[src/rtl/btn_pkg.sv]
// -----------------------------------------------------------------------------
// btn_pkg
//   Shared definitions for the push-button down counter.
//   - pressState_t : press-FSM state encoding (IDLE, ARMED, PRESSED)
//   - DEFAULT_DEBOUNCE_CYCLES : default stability window when DEBOUNCE_EN is defined
//   - BTN_DEC / BTN_LOAD : button slot indices used by the top-level generate loop
// -----------------------------------------------------------------------------
package btn_pkg;

   typedef enum logic [1:0] {
      PRESS_IDLE    = 2'd0,
      PRESS_ARMED   = 2'd1,
      PRESS_PRESSED = 2'd2
   } pressState_t;

   localparam int DEFAULT_DEBOUNCE_CYCLES = 16;

   localparam int NUM_BUTTONS = 2;
   localparam int BTN_DEC     = 0;
   localparam int BTN_LOAD    = 1;

endpackage : btn_pkg

[src/rtl/btn_conditioner.sv]
// -----------------------------------------------------------------------------
// btn_conditioner
//   Turns one raw, asynchronous push-button into a single-cycle press strobe:
//   2-FF synchroniser -> optional debounce filter -> press FSM.
//   Build option: define DEBOUNCE_EN to insert the stability filter
//   (level accepted after DEBOUNCE_CYCLES identical synchronised samples).
//
// Ports
//   clk         in   1   system clock, rising edge
//   reset       in   1   asynchronous, active-low reset
//   btnRaw      in   1   raw button level, asynchronous to clk
//   pressStrobe out  1   high for one cycle per accepted press
// -----------------------------------------------------------------------------
module btn_conditioner
   import btn_pkg::*;
#(
   parameter int DEBOUNCE_CYCLES = DEFAULT_DEBOUNCE_CYCLES
) (
   input  logic clk,
   input  logic reset,
   input  logic btnRaw,
   output logic pressStrobe
);

   if (DEBOUNCE_CYCLES < 1) begin : gBadDebounce
      $error("btn_conditioner: DEBOUNCE_CYCLES must be at least 1");
   end

   // ---------------------------------------------------------------------
   // Synchroniser. syncValid tracks how many real samples have reached the
   // second stage, so the reset value of the pipe is never mistaken for a
   // released button.
   // ---------------------------------------------------------------------
   logic       syncMeta;
   logic       syncOut;
   logic [1:0] syncValid;

   always_ff @(posedge clk or negedge reset) begin
      if (!reset) begin
         syncMeta  <= 1'b0;
         syncOut   <= 1'b0;
         syncValid <= 2'b00;
      end else begin
         syncMeta  <= btnRaw;
         syncOut   <= syncMeta;
         syncValid <= {syncValid[0], 1'b1};
      end
   end

   // Level presented to the press FSM, plus a flag saying it reflects the
   // real button rather than a reset value.
   logic level;
   logic levelValid;

`ifdef DEBOUNCE_EN
   localparam int CNT_W = $clog2(DEBOUNCE_CYCLES + 1);
   localparam logic [CNT_W-1:0] CNT_TARGET = CNT_W'(DEBOUNCE_CYCLES);

   logic             sampleReg;
   logic [CNT_W-1:0] stableCnt;
   logic [CNT_W-1:0] stableCntNext;
   logic             acceptedReg;
   logic             acceptedValidReg;

   // stableCnt = number of consecutive identical samples seen so far,
   // saturating at the target. A change (or the first valid sample)
   // restarts the run at 1.
   always_comb begin
      stableCntNext = stableCnt;
      if ((syncOut != sampleReg) || (stableCnt == '0)) begin
         stableCntNext = CNT_W'(1);
      end else if (stableCnt != CNT_TARGET) begin
         stableCntNext = stableCnt + CNT_W'(1);
      end
   end

   always_ff @(posedge clk or negedge reset) begin
      if (!reset) begin
         sampleReg        <= 1'b0;
         stableCnt        <= '0;
         acceptedReg      <= 1'b0;
         acceptedValidReg <= 1'b0;
      end else if (syncValid[1]) begin
         sampleReg <= syncOut;
         stableCnt <= stableCntNext;
         if (stableCntNext == CNT_TARGET) begin
            acceptedReg      <= syncOut;
            acceptedValidReg <= 1'b1;
         end
      end
   end

   assign level      = acceptedReg;
   assign levelValid = acceptedValidReg;
`else
   assign level      = syncOut;
   assign levelValid = syncValid[1];
`endif

   // ---------------------------------------------------------------------
   // Press FSM. IDLE is only left on a genuine released level, so a button
   // held through reset release never produces a strobe.
   // ---------------------------------------------------------------------
   pressState_t stateReg;

   always_ff @(posedge clk or negedge reset) begin
      if (!reset) begin
         stateReg <= PRESS_IDLE;
      end else begin
         case (stateReg)
            PRESS_IDLE:    if (levelValid && !level) stateReg <= PRESS_ARMED;
            PRESS_ARMED:   if (levelValid &&  level) stateReg <= PRESS_PRESSED;
            PRESS_PRESSED: if (levelValid && !level) stateReg <= PRESS_ARMED;
            default:       stateReg <= PRESS_IDLE;
         endcase
      end
   end

   // The strobe marks the ARMED->PRESSED transition cycle itself; decoding it
   // from the state register and the accepted level keeps the raw-edge to
   // count-update latency at two synchroniser stages plus the count register.
   assign pressStrobe = (stateReg == PRESS_ARMED) && levelValid && level;

endmodule : btn_conditioner

[src/rtl/btn_down_counter.sv]
// -----------------------------------------------------------------------------
// btn_down_counter
//   Modulo-MODULUS down counter advanced by debounced push-button presses.
//   btn_dec decrements (wrapping 0 -> MODULUS-1 with a borrow pulse),
//   btn_load reloads MODULUS-1. Load wins when both strobe together.
//   Build option: define DEBOUNCE_EN to debounce both buttons.
//
// Ports
//   clk       in   1      system clock, rising edge
//   reset     in   1      asynchronous, active-low reset
//   btn_dec   in   1      raw decrement button
//   btn_load  in   1      raw reload button
//   count     out  WIDTH  current count, always within 0..MODULUS-1
//   zero      out  1      high while count == 0
//   borrow    out  1      one-cycle pulse on the 0 -> MODULUS-1 wrap
// -----------------------------------------------------------------------------
module btn_down_counter
   import btn_pkg::*;
#(
   parameter int WIDTH           = 4,
   parameter int MODULUS         = 10,
   parameter int DEBOUNCE_CYCLES = DEFAULT_DEBOUNCE_CYCLES
) (
   input  logic             clk,
   input  logic             reset,
   input  logic             btn_dec,
   input  logic             btn_load,
   output logic [WIDTH-1:0] count,
   output logic             zero,
   output logic             borrow
);

   if ((MODULUS < 2) || (MODULUS > (1 << WIDTH))) begin : gBadModulus
      $error("btn_down_counter: MODULUS must satisfy 2 <= MODULUS <= 2**WIDTH");
   end

   localparam logic [WIDTH-1:0] MAX_COUNT = WIDTH'(MODULUS - 1);

   // ---------------------------------------------------------------------
   // One conditioner per button
   // ---------------------------------------------------------------------
   logic [NUM_BUTTONS-1:0] btnRaw;
   logic [NUM_BUTTONS-1:0] btnStrobe;

   assign btnRaw[BTN_DEC]  = btn_dec;
   assign btnRaw[BTN_LOAD] = btn_load;

   genvar gi;
   generate
      for (gi = 0; gi < NUM_BUTTONS; gi++) begin : gButton
         btn_conditioner #(
            .DEBOUNCE_CYCLES (DEBOUNCE_CYCLES)
         ) uConditioner (
            .clk         (clk),
            .reset       (reset),
            .btnRaw      (btnRaw[gi]),
            .pressStrobe (btnStrobe[gi])
         );
      end
   endgenerate

   logic decStrobe;
   logic loadStrobe;

   assign decStrobe  = btnStrobe[BTN_DEC];
   assign loadStrobe = btnStrobe[BTN_LOAD];

   // ---------------------------------------------------------------------
   // Count / borrow next-state. The wrap is an explicit compare against 0,
   // so non-power-of-two moduli never rely on natural overflow.
   // ---------------------------------------------------------------------
   logic [WIDTH-1:0] countReg;
   logic [WIDTH-1:0] countNext;
   logic             zeroReg;
   logic             borrowReg;
   logic             borrowNext;

   always_comb begin
      countNext  = countReg;
      borrowNext = 1'b0;
      if (loadStrobe) begin
         countNext = MAX_COUNT;
      end else if (decStrobe) begin
         if (countReg == '0) begin
            countNext  = MAX_COUNT;
            borrowNext = 1'b1;
         end else begin
            countNext = countReg - WIDTH'(1);
         end
      end
   end

   // zero is registered from countNext so it moves in the same cycle as count.
   always_ff @(posedge clk or negedge reset) begin
      if (!reset) begin
         countReg  <= '0;
         zeroReg   <= 1'b1;
         borrowReg <= 1'b0;
      end else begin
         countReg  <= countNext;
         zeroReg   <= (countNext == '0);
         borrowReg <= borrowNext;
      end
   end

   assign count  = countReg;
   assign zero   = zeroReg;
   assign borrow = borrowReg;

endmodule : btn_down_counter

[config.mk]
export PLATFORM = sky130hd
export DESIGN_NAME = btn_down_counter
export DESIGN_NICKNAME = d
export VERILOG_FILES = /design/src/rtl/btn_pkg.sv /design/src/rtl/btn_conditioner.sv /design/src/rtl/btn_down_counter.sv
export SDC_FILE = /design/constraint.sdc
export NUM_CORES = 1
export LEC_CHECK = 0
export CORE_MARGIN = 4
export CORE_UTILIZATION = 45
export CTS_CLUSTER_DIAMETER = 40
export DETAILED_ROUTE_END_ITERATION = 10
export PLACE_DENSITY = 0.68
export SLEW_MARGIN = 20
export SYNTH_ARGS = -nofsm -noshare
export SYNTH_HDL_FRONTEND = slang
export SYNTH_HIERARCHICAL = 1
export SYNTH_SLANG_ARGS = --single-unit
[constraint.sdc]
create_clock -name clk -period 3.65 [get_ports clk]
set_input_delay 0.73 -clock clk [delete_from_list [all_inputs] [get_ports clk]]
set_output_delay 0.73 -clock clk [all_outputs]
set_load 0.02 [all_outputs]
==> flow_summary.ini, run 1 <==
[yosys]
synth_flop_cell = dfrtp_1
syn_nets = 55
ys_seq_area_frac = 0.6673
yosys_warnings = 6
syn_area_sq_um = 676.9
synthCells = 51
async_reset_ff_frac = 1.000
ys_types = 18
synth-seq-cells = 18
syn_avg_cell_area_sq_um = 13.27
synth_edf_count = 0

[power]
ir_worst_vdd_mv = 0.3776
power.density_mw_per_mm2 = 640.9
p_leak_nw = 0.3659

[timing]
fmax_ghz = 0.4702
fin_skew_ns = 0.002288
timing.setup.tns_ns = 0
fin_crit_sh = 0.5827
slew-limit-headroom = 0.4926
worst_pin_slew_ns = 0.7587
drv_slew = 0
worst_hold_slack_ns = 0.3570
finalHoldViolations = 0
setup_viol = 0
rsz0062_at_grt = no
min_period_ns = 2.127

[worst_setup_path]
worst-endpoint-arrival_ns = 1.40
crit_type = flip-flop to primary output
end_kind = primary output
critical_path_required_ns = 2.92
max_stage_delay_ns = 0.59
worst-path-max-fanout = 1
cp_cell_sequence = clkdlybuf4s50_1
cp_num_buf_inv = 1
cp-start-kind = flip-flop
crit_path_top_delay_cell = clkdlybuf4s50_1
crit_family = buffers and inverters

[floorplanning]
pin_count = 10
row_count = 13
initial_utilization = 0.4954
die-area_sq_mm = 0.002189
die_y_microns = 46.79
core_sq_mm = 0.001366
die_x_microns = 46.79

[global_routing]
met1_usage = 0.1576
grt_pass1_wl_microns = 1697
grt_max_degree = 19
grt_pass1_vias = 392
met3_usage = 0.02299
busiest_layer = met2
grt_overflow = 0
grtUsageTotal = 0.1138
grt.met2_usage = 0.1653
antenna_found_initial = 0

[detailed_routing]
drt-initial-drc-count = 10
via_per_inst = 5.177
ant_nets = 0
wl_per_cell_microns = 12.41
first_pass_iters = 4
wl_microns = 980
drc = 0
via_count = 409

[placement]
gp_routability_congestion = 0.7994
io_buffer_count = 9
hpwl_microns = 688.8

[finish]
final_common_cell = dfrtp_1
fillerInstances = 108
fin_nets = 69
area_growth_pct = 21.44
fin_util = 0.6016
drive_gt1_frac = 0.09375
final_cell_mix = 17 x dfrtp_1, 9 x clkdlybuf4s50_1, 8 x nand2b_1
antennaDiodeCount = 0

[clock_tree]
cts_root_buf = clkbuf_4
cts_buffers = 3
cts.sinks = 18
post_cts_buffers = 0
clk_latency_ns = 0.29
cts_tree = built
cts-resized-gates = 0
clkTransAtPathRegs_ns = 0.10
clock_path_buffers = 2
htree_num_levels = 1
hold_buffers = 0

[outcome]
status = completed

[flow_run]
maxCapViolations = 0

[worst_hold_path]
hold_path.class = flip-flop to flip-flop
[flip-flops by register name, indices dropped and copies added (netlist names)]
name / cells
gButton.uConditioner/stateReg: 4
gButton.uConditioner/syncMeta: 2
zero: 1
gButton.uConditioner/syncValid: 4
count: 4
borrow: 1
gButton.uConditioner/level: 2
[cell families (layout without fill, tap and decap cells)]
| group | Yosys count | in the layout | share of synthesized area |
|---|---|---|---|
| AND/OR/NAND/NOR | 21 | 21 | 0.2126 |
| flip-flops | 18 | 18 | 0.6673 |
| AO/OA/AOI/OAI | 6 | 6 | 0.06840 |
| other | 2 | 2 | 0.01109 |
| buffers and inverters | 2 | 15 | 0.01109 |
| XOR/XNOR | 1 | 1 | 0.01294 |
| multiplexers | 1 | 1 | 0.01663 |
[per-stage QoR]
stage	std cells	total power [mW]	area, sq um	setup slack [ns]
floorplan	51	0.3508	676.9	2.253
global placement	75	0.4095	785.8	1.840
detailed placement	75	0.4132	785.8	1.840
CTS	79	0.5326	822.0	1.512
global route	79	0.5614	822.0	1.480
finish	79	0.5268	822.0	1.523
[power by group]
part / internal (mW) / leakage (nW) / switching, mW
Clock: 0.0607 / 0.0210 / 0.0577
Combinational: 0.0724 / 0.129 / 0.0649
Sequential: 0.235 / 0.216 / 0.0363
[final timing paths]
| path | end | slack, ns | cells after the start | startpoint |
|---|---|---|---|---|
| setup / recovery | zero | 1.52 | 1 | zero |
| hold / removal | gButton[0].uConditioner/syncValid[1] | 0.36 | 0 | gButton[0].uConditioner/syncValid[0] |
| setup reg to reg | count[2] | 2.09 | 3 | gButton[0].uConditioner/stateReg[1] |
| hold reg to reg | gButton[0].uConditioner/syncValid[1] | 0.36 | 0 | gButton[0].uConditioner/syncValid[0] |
| max in group asynchronous | count[1] | 2.30 | 1 | reset |
| min in group asynchronous | gButton[0].uConditioner/stateReg[0] | 0.88 | 1 | reset |
[area by class of cell]
cell class	count	area (sq um)	share of cell area
Multi-Input combinational cell	31	217.7	0.2648
Sequential cell	18	451.7	0.5495
Clock buffer	4	36.28	0.04414
Inverter	2	7.507	0.009132
Timing Repair Buffer	9	90.09	0.1096
Tap cell	15	18.77	0.02283
[metal layers]
metal | vias up | routed length (microns) | share of wire
li1 | 200 | - | -
met1 | 195 | 490 | 0.50
met2 | 12 | 408 | 0.42
met3 | 2 | 71 | 0.072
met4 | 0 | 9 | 0.0092
met5 | - | 0 | 0
[synth_stat cells, drive strengths merged, types with 2 or more instances]
cell | count | share of area
inv | 2 | 0.011
nor3b | 2 | 0.022
a22oi | 3 | 0.033
nand2b | 8 | 0.074
conb | 2 | 0.011
nor2 | 3 | 0.017
dfrtp | 17 | 0.63
and4b | 2 | 0.030
a31o | 2 | 0.026
nor2b | 2 | 0.018
or4b | 2 | 0.035
Note: power is estimated with default switching activity, not from simulation.
==> inputs of run 2 (changes only) <==
==> constraint.sdc (replaced) <==
create_clock -name clk -period 2.23 [get_ports clk]
set_input_delay 0.446 -clock clk [delete_from_list [all_inputs] [get_ports clk]]
set_output_delay 0.446 -clock clk [all_outputs]
set_load 0.02 [all_outputs]
==> run 2 against run 1 <==
Effect of this change: final cell count increased by 1.3%; combinational power is 65% higher; non-clock buffer count is 1 higher; setup slack lost 1.1 ns; sequential share of layout area is 0.17 points higher; register-to-register slack lost 1.4 ns; core utilization shrank 0.18 points; worst hold slack got worse by 0.0026 ns; die area unchanged; via count rose by 1.5%; critical path type unchanged; cell area decreased by 0.30%.
==> flow_summary.ini, run 2 (synthesized netlist as in run 1, its figures left out) <==
[placement]
dpl.cell_count = 76
io_buffer_count = 9
hpwl_microns = 708.6
gp_routability_congestion = 0.8114

[finish]
fin_nets = 70
final_cell_mix = 17 x dfrtp_1, 9 x clkdlybuf4s50_1, 8 x nand2b_1
regArea_sq_um = 451.7
drive_gt1_frac = 0.09231
fillerInstances = 114
final_common_cell = dfrtp_1
antennaDiodeCount = 0
final_cells = 80
area_growth_pct = 21.07
fin_util = 0.5998
multiInputGateArea_sq_um = 217.7

[worst_setup_path]
cp_num_buf_inv = 1
cp-start-kind = flip-flop
end_kind = primary output
critical_path_required_ns = 1.78
crit_type = flip-flop to primary output
max_stage_delay_ns = 0.59
crit_family = buffers and inverters
worst-path-max-fanout = 1
worst-endpoint-arrival_ns = 1.39
crit_path_top_delay_cell = clkdlybuf4s50_1
cp_cell_sequence = clkdlybuf4s50_1

[floorplanning]
row_count = 13
die-area_sq_mm = 0.002189
initial_utilization = 0.4954
core_sq_mm = 0.001366
pin_count = 10
die_y_microns = 46.79
die_x_microns = 46.79

[clock_tree]
hold_buffers = 0
clkTransAtPathRegs_ns = 0.09
cts_buffers = 3
post_cts_buffers = 0
cts.sinks = 18
cts_root_buf = clkbuf_4
cts-resized-gates = 0
cts_tree = built
htree_num_levels = 1
clock_path_buffers = 2
clk_latency_ns = 0.28

[timing]
fin_skew_ns = 0.009086
drv_slew = 0
timing.setup.tns_ns = 0
setup_viol = 0
fin_crit_sh = 0.8216
fmax_ghz = 0.5458
finalHoldViolations = 0
min_period_ns = 1.832
rsz0062_at_grt = no

[global_routing]
grt_overflow = 0
grt_pass1_wl_microns = 1738
antenna_found_initial = 0
grt_pass1_vias = 405
grt_max_degree = 19
grtUsageTotal = 0.1163

[detailed_routing]
drt-initial-drc-count = 7
ant_nets = 0
wl_per_cell_microns = 11.88
first_pass_iters = 4
via_count = 415
wl_microns = 950
drc = 0
via_per_inst = 5.188

[worst_hold_path]
hold_path.class = flip-flop to flip-flop

[power]
p_leak_nw = 0.3647
power.density_mw_per_mm2 = 1011
ir_worst_vdd_mv = 0.5540

[outcome]
status = completed

[flow_run]
maxCapViolations = 0
[run 2: cell count changes in the layout (fill, tap and decap cells not counted)]
cell and delta:
clkbuf_8 -1, clkbuf_1 +1, buf_4 +1
[run 2: power breakdown]
part	internal (mW)	switching [mW]	total, mW	leakage [nW]
Sequential	0.384	0.0598	0.444	0.216
Combinational	0.120	0.107	0.226	0.134
Clock	0.0694	0.0891	0.159	0.0150
Total	0.573	0.256	0.829	0.365
[run 2: final cells by class]
| class | count | share of cell area |
|---|---|---|
| clock buffers | 4 | 0.03206 |
| inverters | 2 | 0.009160 |
| multi-input cells | 31 | 0.2656 |
| flip-flops and latches | 18 | 0.5511 |
| well taps | 15 | 0.02290 |
| repair buffers | 10 | 0.1191 |
[run 2: worst paths after layout]
check	endpoint	from	depth (start not counted)	slack, ns
hold / removal	gButton[0].uConditioner/syncValid[1]	gButton[0].uConditioner/syncValid[0]	0	0.35
hold reg to reg	gButton[0].uConditioner/syncValid[1]	gButton[0].uConditioner/syncValid[0]	0	0.35
setup reg to reg	count[2]	gButton[0].uConditioner/stateReg[1]	3	0.71
setup / recovery	zero	zero	1	0.40
min in group asynchronous	borrow	reset	2	0.48
max in group asynchronous	zero	reset	2	1.49
[run 2: through the flow]
| step | setup slack, ns | instance area, sq um | power [mW] | hold WS [ns] |
|---|---|---|---|---|
| 2_1_floorplan | 0.8331 | 676.9 | 0.5741 | 0.1504 |
| 3_3_place_gp | 0.7035 | 793.3 | 0.6739 | 0.3322 |
| 3_5_place_dp | 0.6977 | 793.3 | 0.6800 | 0.3347 |
| 4_1_cts | 0.3820 | 819.5 | 0.8397 | 0.3554 |
| 5_1_grt | 0.3390 | 819.5 | 0.8915 | 0.3621 |
| 6_report | 0.3979 | 819.5 | 0.8289 | 0.3544 |
[run 2: metal layers]
metal / up-vias / track usage / part of all wire
met3: 2 / 0.04598 / 0.081
met1: 198 / 0.1411 / 0.43
met5: - / 0 / 0
met4: 0 / 0.04972 / 0.011
met2: 14 / 0.1843 / 0.47
li1: 201 / - / -
